--- src/rtl/z80_io_rd_port_pkg.sv ---
// Shared constants, state encoding and status-byte packing for the Z80 I/O read port.
package z80kaa_pkg;

  localparam logic [3:0] PORT_DATA_DEF = 4'h0;
  localparam logic [3:0] PORT_STAT_DEF = 4'h1;

  localparam int unsigned ST_NE      = 0;
  localparam int unsigned ST_FULL    = 1;
  localparam int unsigned ST_OVF     = 2;
  localparam int unsigned ST_CNT_LSB = 4;

  typedef enum logic {
    IDLE  = 1'b0,
    DRIVE = 1'b1
  } rd_state_e;

  function automatic logic [7:0] status_byte(
    input logic [3:0] cnt,
    input logic       ovf,
    input logic       full,
    input logic       not_empty
  );
    logic [7:0] s;
    s                  = '0;
    s[ST_NE]           = not_empty;
    s[ST_FULL]         = full;
    s[ST_OVF]          = ovf;
    s[ST_CNT_LSB +: 4] = cnt;
    return s;
  endfunction

endpackage

--- src/rtl/z80_io_rd_port_if.sv ---
// Z80 bus and producer-side signals of the I/O read port; master = CPU/producer, slave = port.
interface z80_io_rd_port_if;
  logic [3:0] adr;
  logic       iorq;
  logic       rd;
  logic       m1;
  logic [7:0] data_out;
  logic       data_oe;
  logic [7:0] in_byte;
  logic       in_valid;
  logic       in_ready;
  logic       int_n;

  modport master (
    output adr, iorq, rd, m1, in_byte, in_valid,
    input  data_out, data_oe, in_ready, int_n
  );

  modport slave (
    input  adr, iorq, rd, m1, in_byte, in_valid,
    output data_out, data_oe, in_ready, int_n
  );
endinterface

--- src/rtl/z80_io_rd_port_fifo.sv ---
// Show-ahead synchronous byte FIFO; power-of-two depth so pointers wrap naturally.
module io_byte_fifo #(
  parameter int unsigned DEPTH = 4
) (
  input  logic                     in_clock,
  input  logic                     rst,
  input  logic                     push,
  input  logic                     pop,
  input  logic [7:0]               din,
  output logic [7:0]               dout,
  output logic                     empty,
  output logic                     full,
  output logic [$clog2(DEPTH):0]   count
);
  localparam int unsigned AW = $clog2(DEPTH);
  localparam int unsigned CW = AW + 1;

  logic [7:0]    r_mem [DEPTH];
  logic [AW-1:0] r_wr_ptr;
  logic [AW-1:0] r_rd_ptr;
  logic [CW-1:0] r_count;
  logic          w_do_push;
  logic          w_do_pop;

  assign empty     = (r_count == '0);
  assign full      = (r_count == CW'(DEPTH));
  assign count     = r_count;
  assign dout      = r_mem[r_rd_ptr];
  assign w_do_push = push & ~full;
  assign w_do_pop  = pop & ~empty;

  always_ff @(posedge in_clock) begin
    if (w_do_push) r_mem[r_wr_ptr] <= din;
  end

  always_ff @(posedge in_clock) begin
    if (!rst) begin
      r_wr_ptr <= '0;
      r_rd_ptr <= '0;
      r_count  <= '0;
    end else begin
      if (w_do_push) r_wr_ptr <= r_wr_ptr + 1'b1;
      if (w_do_pop)  r_rd_ptr <= r_rd_ptr + 1'b1;
      case ({w_do_push, w_do_pop})
        2'b10:   r_count <= r_count + 1'b1;
        2'b01:   r_count <= r_count - 1'b1;
        default: r_count <= r_count;
      endcase
    end
  end
endmodule

--- src/rtl/z80_io_rd_port.sv ---
// Z80 IN-cycle responder: data port pops a byte FIFO, status port reports fill/overflow.
// Optional macro Z80_IO_RD_IRQ_EN: int_n follows FIFO emptiness; otherwise int_n is tied high.
module z80_io_rd_port
  import z80kaa_pkg::*;
#(
  parameter int unsigned DEPTH     = 4,
  parameter logic [3:0]  PORT_DATA = PORT_DATA_DEF,
  parameter logic [3:0]  PORT_STAT = PORT_STAT_DEF,
  parameter logic [7:0]  EMPTY_VAL = 8'hFF
) (
  input logic               in_clock,
  input logic               rst,
  z80_io_rd_port_if.slave   bus
);
  localparam int unsigned CW = $clog2(DEPTH) + 1;

  logic r_iorq_s1, r_iorq_s2;
  logic r_rd_s1,   r_rd_s2;
  logic r_m1_s1,   r_m1_s2;

  rd_state_e r_state;
  logic [7:0] r_data_out;
  logic       r_data_oe;
  logic       r_pop_pend;
  logic       r_sel_stat;
  logic       r_ovf;
  logic       r_int_n;

  logic          w_rd_cyc;
  logic          w_adr_data;
  logic          w_adr_stat;
  logic          w_push;
  logic          w_pop;
  logic          w_end;
  logic          w_ovf_clr;
  logic [7:0]    w_head;
  logic          w_empty;
  logic          w_full;
  logic [CW-1:0] w_count;
  logic [7:0]    w_cnt8;
  logic [7:0]    w_stat;

  // Strobes idle high, so the synchronisers reset to the inactive level.
  always_ff @(posedge in_clock) begin
    if (!rst) begin
      r_iorq_s1 <= 1'b1; r_iorq_s2 <= 1'b1;
      r_rd_s1   <= 1'b1; r_rd_s2   <= 1'b1;
      r_m1_s1   <= 1'b1; r_m1_s2   <= 1'b1;
    end else begin
      r_iorq_s1 <= bus.iorq; r_iorq_s2 <= r_iorq_s1;
      r_rd_s1   <= bus.rd;   r_rd_s2   <= r_rd_s1;
      r_m1_s1   <= bus.m1;   r_m1_s2   <= r_m1_s1;
    end
  end

  assign w_rd_cyc   = ~r_iorq_s2 & ~r_rd_s2 & r_m1_s2;
  assign w_adr_data = (bus.adr == PORT_DATA);
  assign w_adr_stat = (bus.adr == PORT_STAT);
  assign w_push     = bus.in_valid & ~w_full;
  assign w_end      = (r_state == DRIVE) & ~w_rd_cyc;
  assign w_pop      = w_end & r_pop_pend;
  assign w_ovf_clr  = w_end & r_sel_stat;
  assign w_cnt8     = 8'(w_count);
  assign w_stat     = status_byte(w_cnt8[3:0], r_ovf, w_full, ~w_empty);

  io_byte_fifo #(.DEPTH(DEPTH)) u_fifo (
    .in_clock (in_clock),
    .rst      (rst),
    .push     (w_push),
    .pop      (w_pop),
    .din      (bus.in_byte),
    .dout     (w_head),
    .empty    (w_empty),
    .full     (w_full),
    .count    (w_count)
  );

  // Pop eligibility is decided when the byte is latched, so an empty read never pops
  // even if a push lands while the Z80 is still reading.
  always_ff @(posedge in_clock) begin
    if (!rst) begin
      r_state    <= IDLE;
      r_data_out <= '0;
      r_data_oe  <= 1'b0;
      r_pop_pend <= 1'b0;
      r_sel_stat <= 1'b0;
    end else begin
      case (r_state)
        IDLE: begin
          if (w_rd_cyc && (w_adr_data || w_adr_stat)) begin
            r_state    <= DRIVE;
            r_data_oe  <= 1'b1;
            r_pop_pend <= w_adr_data & ~w_empty;
            r_sel_stat <= ~w_adr_data;
            if (w_adr_data) r_data_out <= w_empty ? EMPTY_VAL : w_head;
            else            r_data_out <= w_stat;
          end
        end
        DRIVE: begin
          if (!w_rd_cyc) begin
            r_state    <= IDLE;
            r_data_oe  <= 1'b0;
            r_pop_pend <= 1'b0;
            r_sel_stat <= 1'b0;
          end
        end
        default: r_state <= IDLE;
      endcase
    end
  end

  // A new overflow wins over the end-of-status-read clear.
  always_ff @(posedge in_clock) begin
    if (!rst)                            r_ovf <= 1'b0;
    else if (bus.in_valid && w_full)     r_ovf <= 1'b1;
    else if (w_ovf_clr)                  r_ovf <= 1'b0;
  end

`ifdef Z80_IO_RD_IRQ_EN
  always_ff @(posedge in_clock) begin
    if (!rst) r_int_n <= 1'b1;
    else      r_int_n <= w_empty;
  end
`else
  assign r_int_n = 1'b1;
`endif

  assign bus.data_out = r_data_out;
  assign bus.data_oe  = r_data_oe;
  assign bus.in_ready = ~w_full;
  assign bus.int_n    = r_int_n;
endmodule

--- src/flat_wrapper.sv ---
// flat-port wrapper written by rule: the top's interface ports become plain ports
module z80_io_rd_port_flat import z80kaa_pkg::*;
#(
  parameter int unsigned DEPTH     = 4,
  parameter logic [3:0]  PORT_DATA = PORT_DATA_DEF,
  parameter logic [3:0]  PORT_STAT = PORT_STAT_DEF,
  parameter logic [7:0]  EMPTY_VAL = 8'hFF
)
  (in_clock, rst, bus_adr, bus_iorq, bus_rd, bus_m1, bus_in_byte, bus_in_valid, bus_data_out, bus_data_oe, bus_in_ready, bus_int_n);
  z80_io_rd_port_if bus_i ();
  input logic in_clock;
  input logic rst;
  input wire logic [$bits(bus_i.adr)-1:0] bus_adr;
  input wire logic [$bits(bus_i.iorq)-1:0] bus_iorq;
  input wire logic [$bits(bus_i.rd)-1:0] bus_rd;
  input wire logic [$bits(bus_i.m1)-1:0] bus_m1;
  input wire logic [$bits(bus_i.in_byte)-1:0] bus_in_byte;
  input wire logic [$bits(bus_i.in_valid)-1:0] bus_in_valid;
  output wire logic [$bits(bus_i.data_out)-1:0] bus_data_out;
  output wire logic [$bits(bus_i.data_oe)-1:0] bus_data_oe;
  output wire logic [$bits(bus_i.in_ready)-1:0] bus_in_ready;
  output wire logic [$bits(bus_i.int_n)-1:0] bus_int_n;
  assign bus_i.adr = bus_adr;
  assign bus_i.iorq = bus_iorq;
  assign bus_i.rd = bus_rd;
  assign bus_i.m1 = bus_m1;
  assign bus_i.in_byte = bus_in_byte;
  assign bus_i.in_valid = bus_in_valid;
  assign bus_data_out = bus_i.data_out;
  assign bus_data_oe = bus_i.data_oe;
  assign bus_in_ready = bus_i.in_ready;
  assign bus_int_n = bus_i.int_n;
  z80_io_rd_port #(.DEPTH(DEPTH), .PORT_DATA(PORT_DATA), .PORT_STAT(PORT_STAT), .EMPTY_VAL(EMPTY_VAL)) u_core (.in_clock(in_clock), .rst(rst), .bus(bus_i));
endmodule
--- config.mk ---
export PLATFORM = sky130hd
export DESIGN_NAME = z80_io_rd_port_flat
export DESIGN_NICKNAME = d
export VERILOG_FILES = /design/src/rtl/z80_io_rd_port_pkg.sv /design/src/rtl/z80_io_rd_port_if.sv /design/src/rtl/z80_io_rd_port_fifo.sv /design/src/rtl/z80_io_rd_port.sv /design/src/flat_wrapper.sv
export SDC_FILE = /design/constraint.sdc
export NUM_CORES = 1
export LEC_CHECK = 0
export CORE_UTILIZATION = 40
export DETAILED_ROUTE_END_ITERATION = 6
export SYNTH_ARGS = -nofsm -noshare
export SYNTH_HDL_FRONTEND = slang
export SYNTH_SLANG_ARGS = --single-unit
--- constraint.sdc ---
create_clock -name in_clock -period 6.92 [get_ports in_clock]
set_input_delay 1.038 -clock in_clock [delete_from_list [all_inputs] [get_ports in_clock]]
set_output_delay 1.038 -clock in_clock [all_outputs]
set_load 0.02 [all_outputs]
[Yosys cells after proc, flatten, opt, wreduce, memory -nomap -nowiden]
Memory sizes are Yosys's and may differ from the RTL's. A register that Yosys moved wholly into a read port is not among the register bits.
Cells that the tools add are included.
Storage, ports and cells
  flip-flop bits (word level): 26
  latch bits: 0
  RAM bits: 32
  ROM bits: 0
  input port bits: 18
  output and inout port bits: 11
  word-level logic and storage cells: 70
  memories: 1
Memories
  u_core.u_fifo.r_mem: words 4, width 8, read ports 1, clocked after memory_dff 1, wr ports 1, RTL line z80_io_rd_port_fifo.sv:18  | logic [7:0] r_mem [DEPTH];
Cells by class
  add/subtract/negate cells: 4
  multipliers: 0
  div/mod/pow operators: 0
  magnitude comparators: 0
  eq/ne operators: 6
  shifts and indexed selects: 0
  muxes and demuxes: 19
  bitwise gates (word level): 16
  reduce and logical (&&, ||, !) cells: 9
Operators with widths (count)
  $mux W8: 2
  $mux W1: 10
  $and A1 B1 Y1: 9
  $pmux W1 S2: 4
  $not A1 Y1: 7
  $pmux W3 S2: 1
  $add A2 B1 Y2 const B: 2
  $eq A4 B1 Y1 const B: 1
  $logic_not A4 Y1: 1
  $mux W2: 2
  $reduce_and A2 Y1: 2
  $reduce_bool A2 Y1: 2
  $add A3 B1 Y3 const B: 1
  $eq A3 B3 Y1 const B: 1
  $logic_not A3 Y1: 1
  $sub A3 B1 Y3 const B: 1
  $eq A2 B1 Y1 const B: 1
  $eq A2 B2 Y1 const B: 1
  $logic_and A1 B1 Y1: 2
  $ne A2 B1 Y1 const B: 1
  $ne A2 B2 Y1 const B: 1
  $logic_or A1 B1 Y1: 1

[Depth between registers and ports, before layout]
  depth in word-level cells: 9
  gate-level depth with buffers: 9
  gate-level depth less buffers: 8

[Hierarchy]
A second synthesis with hierarchy kept.
Second synthesis, totals
  cell total of the unflattened synthesis: 187
  area, all modules: 2447.3 um2
By module, submodules not included
  io_byte_fifo: instances 1, cells an instance 96, area an instance 1644.1 um2, sequential area each 1141.1 um2
  z80_io_rd_port: instances 1, cells an instance 91, area an instance 803.3 um2, sequential area each 380.4 um2

[Worst setup path after synthesis]
No wires, ideal clock.
  kind: in2reg
  from: input bus_adr[1]
  to: register u_core.r_data_out[0] (netlist: u_core.bus.data_out[0])
  library setup time: 118 ps
  arrival: 2438 ps
  data required time: 6802 ps
  setup slack: 4364 ps
  cell stages on the path: 5
  path buffers: 1
  cells stage by stage: or3_1 > or3_1 > or3_1 > buf_2 > o2111a_1
Between the ends
  cells in the longest elaborated chain, start to end: 4
  elaborated cells between the ends (all ways): 6
  those cells by class: eq/ne: 1; mux: 1; reduce/logical: 4
RTL lines
  start: declaration: RTL line flat_wrapper.sv:13  | input wire logic [$bits(bus_i.adr)-1:0] bus_adr;
  $eq A4 B1 Y1 / $logic_not A4 Y1 (equally long branches): RTL line z80_io_rd_port.sv:58, z80_io_rd_port.sv:57
  $logic_or A1 B1 Y1: RTL line z80_io_rd_port.sv:90  | if (w_rd_cyc && (w_adr_data || w_adr_stat)) begin
  $logic_and A1 B1 Y1: RTL line z80_io_rd_port.sv:90
  $reduce_and A2 Y1 (no source line)
  end signal: assignment: RTL line z80_io_rd_port.sv:95  | if (w_adr_data) r_data_out <= w_empty ? EMPTY_VAL : w_head;
  end signal: assignment: RTL line z80_io_rd_port.sv:96  | else r_data_out <= w_stat;
  end: declaration: RTL line z80_io_rd_port.sv:22  | logic [7:0] r_data_out;
Several ways; a longest one is shown, not always the timed one.
A chain may end at the register's enable or synchronous reset.

[Final worst setup path]
  from: register u_core.u_fifo.r_count[2] (netlist: u_core.u_fifo.count[2])
  to: output bus_in_ready
Between the ends
  cells in the longest elaborated chain, start to end: 2
RTL lines
  start: declaration: RTL line z80_io_rd_port_fifo.sv:21  | logic [CW-1:0] r_count;
  start signal: assignment: RTL line z80_io_rd_port_fifo.sv:45  | 2'b10: r_count <= r_count + 1'b1;
  start signal: assignment: RTL line z80_io_rd_port_fifo.sv:46  | 2'b01: r_count <= r_count - 1'b1;
  start signal: assignment: RTL line z80_io_rd_port_fifo.sv:47  | default: r_count <= r_count;
  $eq A3 B3 Y1: RTL line z80_io_rd_port_fifo.sv:26  | assign full = (r_count == CW'(DEPTH));
  $not A1 Y1: RTL line z80_io_rd_port.sv:130  | assign bus.in_ready = ~w_full;
  end: declaration: RTL line flat_wrapper.sv:21  | output wire logic [$bits(bus_i.in_ready)-1:0] bus_in_ready;
No other way between the ends.

==> results.py <==
metrics = {
    "status": {
        "run_status": "finished clean",
    },
    "timing": {
        "max_freq_ghz": 0.340,
        "finalSetupTns_ns": 0,
        "rsz0062_at_grt": "no",
        "tightest_slew_ns": 0.951,
        "skew_ns": 0.0104,
        "hold_viol_final": 0,
        "slew_headroom_pct": 36.4,
        "final.min_clock_period_ns": 2.94,
        "fin_crit_sh_pct": 42.4,
        "slew_violations": 0,
        "setup-violations-final": 0,
    },
    "die": {
        "core_area_um2": 5610,
        "die_h_um": 79.1,
        "rows": 27,
        "die-area_um2": 6250,
        "start_util_pct": 42.4,
        "io_pins": 29,
        "die_w_um": 79.1,
    },
    "layout": {
        "drive_gt1_share_pct": 12.8,
        "area_delta_synth_final_pct": 23.6,
        "diodes": 0,
        "nNetsFinal": 222,
        "fillCellCount": 496,
        "fin_area_um2": 2940,
    },
    "hold_path": {
        "hold_start": "u_core.r_rd_s1",
        "min_to": "u_core.r_rd_s2",
        "hold-path-cell-count": 1,
        "hold_path_class": "register to register",
    },
    "synthesis": {
        "syn_nets": 195,
        "synth_top_area_cell": "edfxtp_1",
        "ys.flop_type": "edfxtp_1",
        "synthArstFlopShare_pct": 0,
        "post-synth-top-area-fraction_pct": 40.4,
        "synth_area_leaders": "edfxtp_1, dfxtp_1, mux4_2, nand2b_1, ha_1",
        "ys_seq_area_share_pct": 64.0,
        "syn_inst": 171,
        "synth-edff-count": 32,
        "ys_types": 36,
        "ys_warn_count": 0,
        "ys_seq_elements": 60,
        "syn_area_um2": 2380,
        "postSynthAreaPerCell_um2": 13.9,
    },
    "clock_tree": {
        "hold_buffers": 0,
        "cts.reportedPaths.clkPinSlew_ns": 0.07,
        "insertion_delay_ns": 0.34,
        "h-tree-depth": 3,
        "numCtsBuffers": 9,
        "cts_root_buf": "clkbuf_8",
        "cts_resized": 0,
        "cts.path.max_buffers": 2,
        "cts.sinks": 60,
        "postCtsSetupBuffers": 0,
        "cts_tree": "done",
    },
    "global_route": {
        "antenna_found_initial": 0,
        "grt_usage_pct": 16.4,
        "overflow": 0,
        "grt_pass1_vias": 1441,
        "grt_max_degree": 30,
        "grt_pass1_wl_mm": 7.25,
    },
    "critical_path": {
        "timing.rr.start": "u_core.u_fifo.count[2]",
        "crit_start": "u_core.u_fifo.count[2]",
        "crit_required_ns": 5.88,
        "r2r_cells": 8,
        "worstPathMaxFanout": 9,
        "critical_path_arrival_ns": 1.90,
        "slowest_stage": "clkdlybuf4s50_1",
        "cpPeakStageDelay_ns": 0.58,
        "cp_cell_sequence": "or3b_2, clkdlybuf4s50_1",
        "reg2reg_slack_ns": 4.45,
        "path_class": "register to output pin",
        "endpoint_kind": "output pin",
        "startpoint_type": "register",
        "rr_endpoint": "u_core.u_fifo.count[2]",
    },
    "pwr": {
        "p_per_area_nw_per_um2": 279,
        "worst_ir_drop_vdd_mv": 0.134,
        "p_leak_uw": 0.00104,
    },
    "detailed_routing": {
        "drtPass1Iterations": 4,
        "drc_errors": 0,
        "final_antenna_net_count": 0,
        "routed_wl_mm": 4.49,
        "via_per_inst": 5.07,
        "num_vias": 1393,
        "wl_per_cell_um": 16.3,
        "drt_iter0_markers": 98,
    },
    "job": {
        "cap_violations": 0,
    },
    "place": {
        "dp_hpwl_mm": 3.05,
        "gp_congestion": 0.775,
        "numPortBuffers": 27,
        "postPlaceCellArea_um2": 2690,
    },
}
## metrics by stage
stage                     hold slack (ns)  utilization, %  power (µW)  cells  setup WS (ns)
after floorplan                     0.386               -         424    171           4.36
after global placement              0.398            47.9         441    259           3.76
after detailed placement            0.416            47.9         444    259           3.66
after CTS                           0.432            52.4         828    275           3.96
after global routing                0.439            52.4         851    275           3.91
final                               0.424            52.4         820    275           3.98
## routing by layer
layer | vias to the layer above | GRT usage [%] | share of wire [%] | wire length [µm]
met5 | - | 0 | 0 | 0
met4 | 0 | 9.82 | 2.2 | 97
met3 | 11 | 4.14 | 4.4 | 198
met2 | 34 | 26.6 | 50 | 2250
met1 | 671 | 19.5 | 43 | 1940
li1 | 677 | - | - | -
## logic make-up after synthesis
kind of cell	Yosys count	synth area share, %
DFF	60	64.0
buffers and inverters	17	2.95
xor gates and xnor gates	5	1.84
AOI/OAI and AO/OA	17	5.85
adders and majority gates	6	3.48
and+or+nand+nor	57	14.1
muxes	8	7.58
other	1	0.158
## flip-flops by register name, summed over array words and instances (netlist names), named ones only
register and count:
u_core.u_fifo.r_wr_ptr 2, u_core.r_m1_s1 1, u_core.r_rd_s1 1, u_core.u_fifo.count 3, u_core.bus.data_oe 1, u_core.bus.data_out 8, u_core.u_fifo.r_mem 32, u_core.r_m1_s2 1
u_core.r_state 1, u_core.r_rd_s2 1, u_core.r_iorq_s1 1, u_core.r_sel_stat 1, u_core.r_pop_pend 1, u_core.r_ovf 1, u_core.r_iorq_s2 1, u_core.u_fifo.r_rd_ptr 2
## final cells by class
class | count | area (µm²) | area share, %
flip-flops and latches | 60 | 1520 | 51.8
multi-input cells | 94 | 785 | 26.7
repair buffers | 27 | 270 | 9.20
clock inverters | 7 | 125 | 4.26
clock buffers | 9 | 124 | 4.22
well taps | 72 | 90.1 | 3.07
inverters | 6 | 22.5 | 0.767
## cell usage after synthesis, types with 2 or more instances
master / number
nand2b_1: 11
dfxtp_1: 28
inv_1: 6
and2_1: 7
nand2_1: 6
xnor2_1: 3
nand3_1: 11
o2111a_1: 5
nand3b_1: 3
a21boi_0: 3
ha_1: 5
edfxtp_1: 32
nor2_1: 2
mux4_2: 8
o21ai_0: 5
or3_1: 4
and3_1: 5
clkbuf_1: 7
xor2_1: 2
buf_2: 2
## worst max-delay path by stage
| stage | end | slack [ns] | cells after the start |
|---|---|---|---|
| 4_1_cts | bus_in_ready | 3.96 | 2 |
| 6_report | bus_in_ready | 3.98 | 2 |
| 3_3_place_gp | u_core.bus.data_out[5] | 3.76 | 5 |
| 5_1_grt | u_core.bus.data_out[6] | 3.91 | 5 |
| 2_1_floorplan | u_core.bus.data_out[0] | 4.36 | 5 |
| 3_5_place_dp | u_core.bus.data_out[6] | 3.66 | 5 |
## critical path, delay by kind of cell, from the launching register on
family / cells / cell delay (ns)
flops: 1 / 0.42
simple gates: 1 / 0.57
buf+inv: 1 / 0.58
## power by group
part,internal (µW),switching (µW)
registers,388,5.20
logic,20.3,21.3
clock network,241,144
total,650,170
## placed cells by master, fill, tap and decap left out
| master | count |
|---|---|
| nor4_1 | 1 |
| conb_1 | 1 |
| mux4_2 | 8 |
| nor3b_1 | 1 |
| nand2b_1 | 11 |
| nand4_1 | 1 |
| clkbuf_8 | 9 |
| and2_1 | 7 |
| nor2b_1 | 1 |
| inv_1 | 6 |
| xnor2_1 | 3 |
| xor2_1 | 2 |
| fa_1 | 1 |
| dfxtp_1 | 28 |
| nand3_1 | 11 |
| or3b_2 | 1 |
| o31a_1 | 1 |
| nor2_1 | 2 |
| ha_1 | 5 |
| a21boi_1 | 1 |
| and3_1 | 5 |
| or3_1 | 4 |
| nor3_1 | 1 |
| a21boi_0 | 3 |
| o2bb2ai_1 | 1 |
| bufinv_16 | 3 |
| clkinv_4 | 4 |
| edfxtp_1 | 32 |
| nand2_1 | 6 |
| o211a_1 | 1 |
| or3b_1 | 1 |
| o21ai_0 | 5 |
| nand3b_1 | 3 |
| nor3_2 | 1 |
| clkdlybuf4s50_1 | 27 |
| o2111a_1 | 5 |
Note: power is estimated with default switching activity, not from simulation.
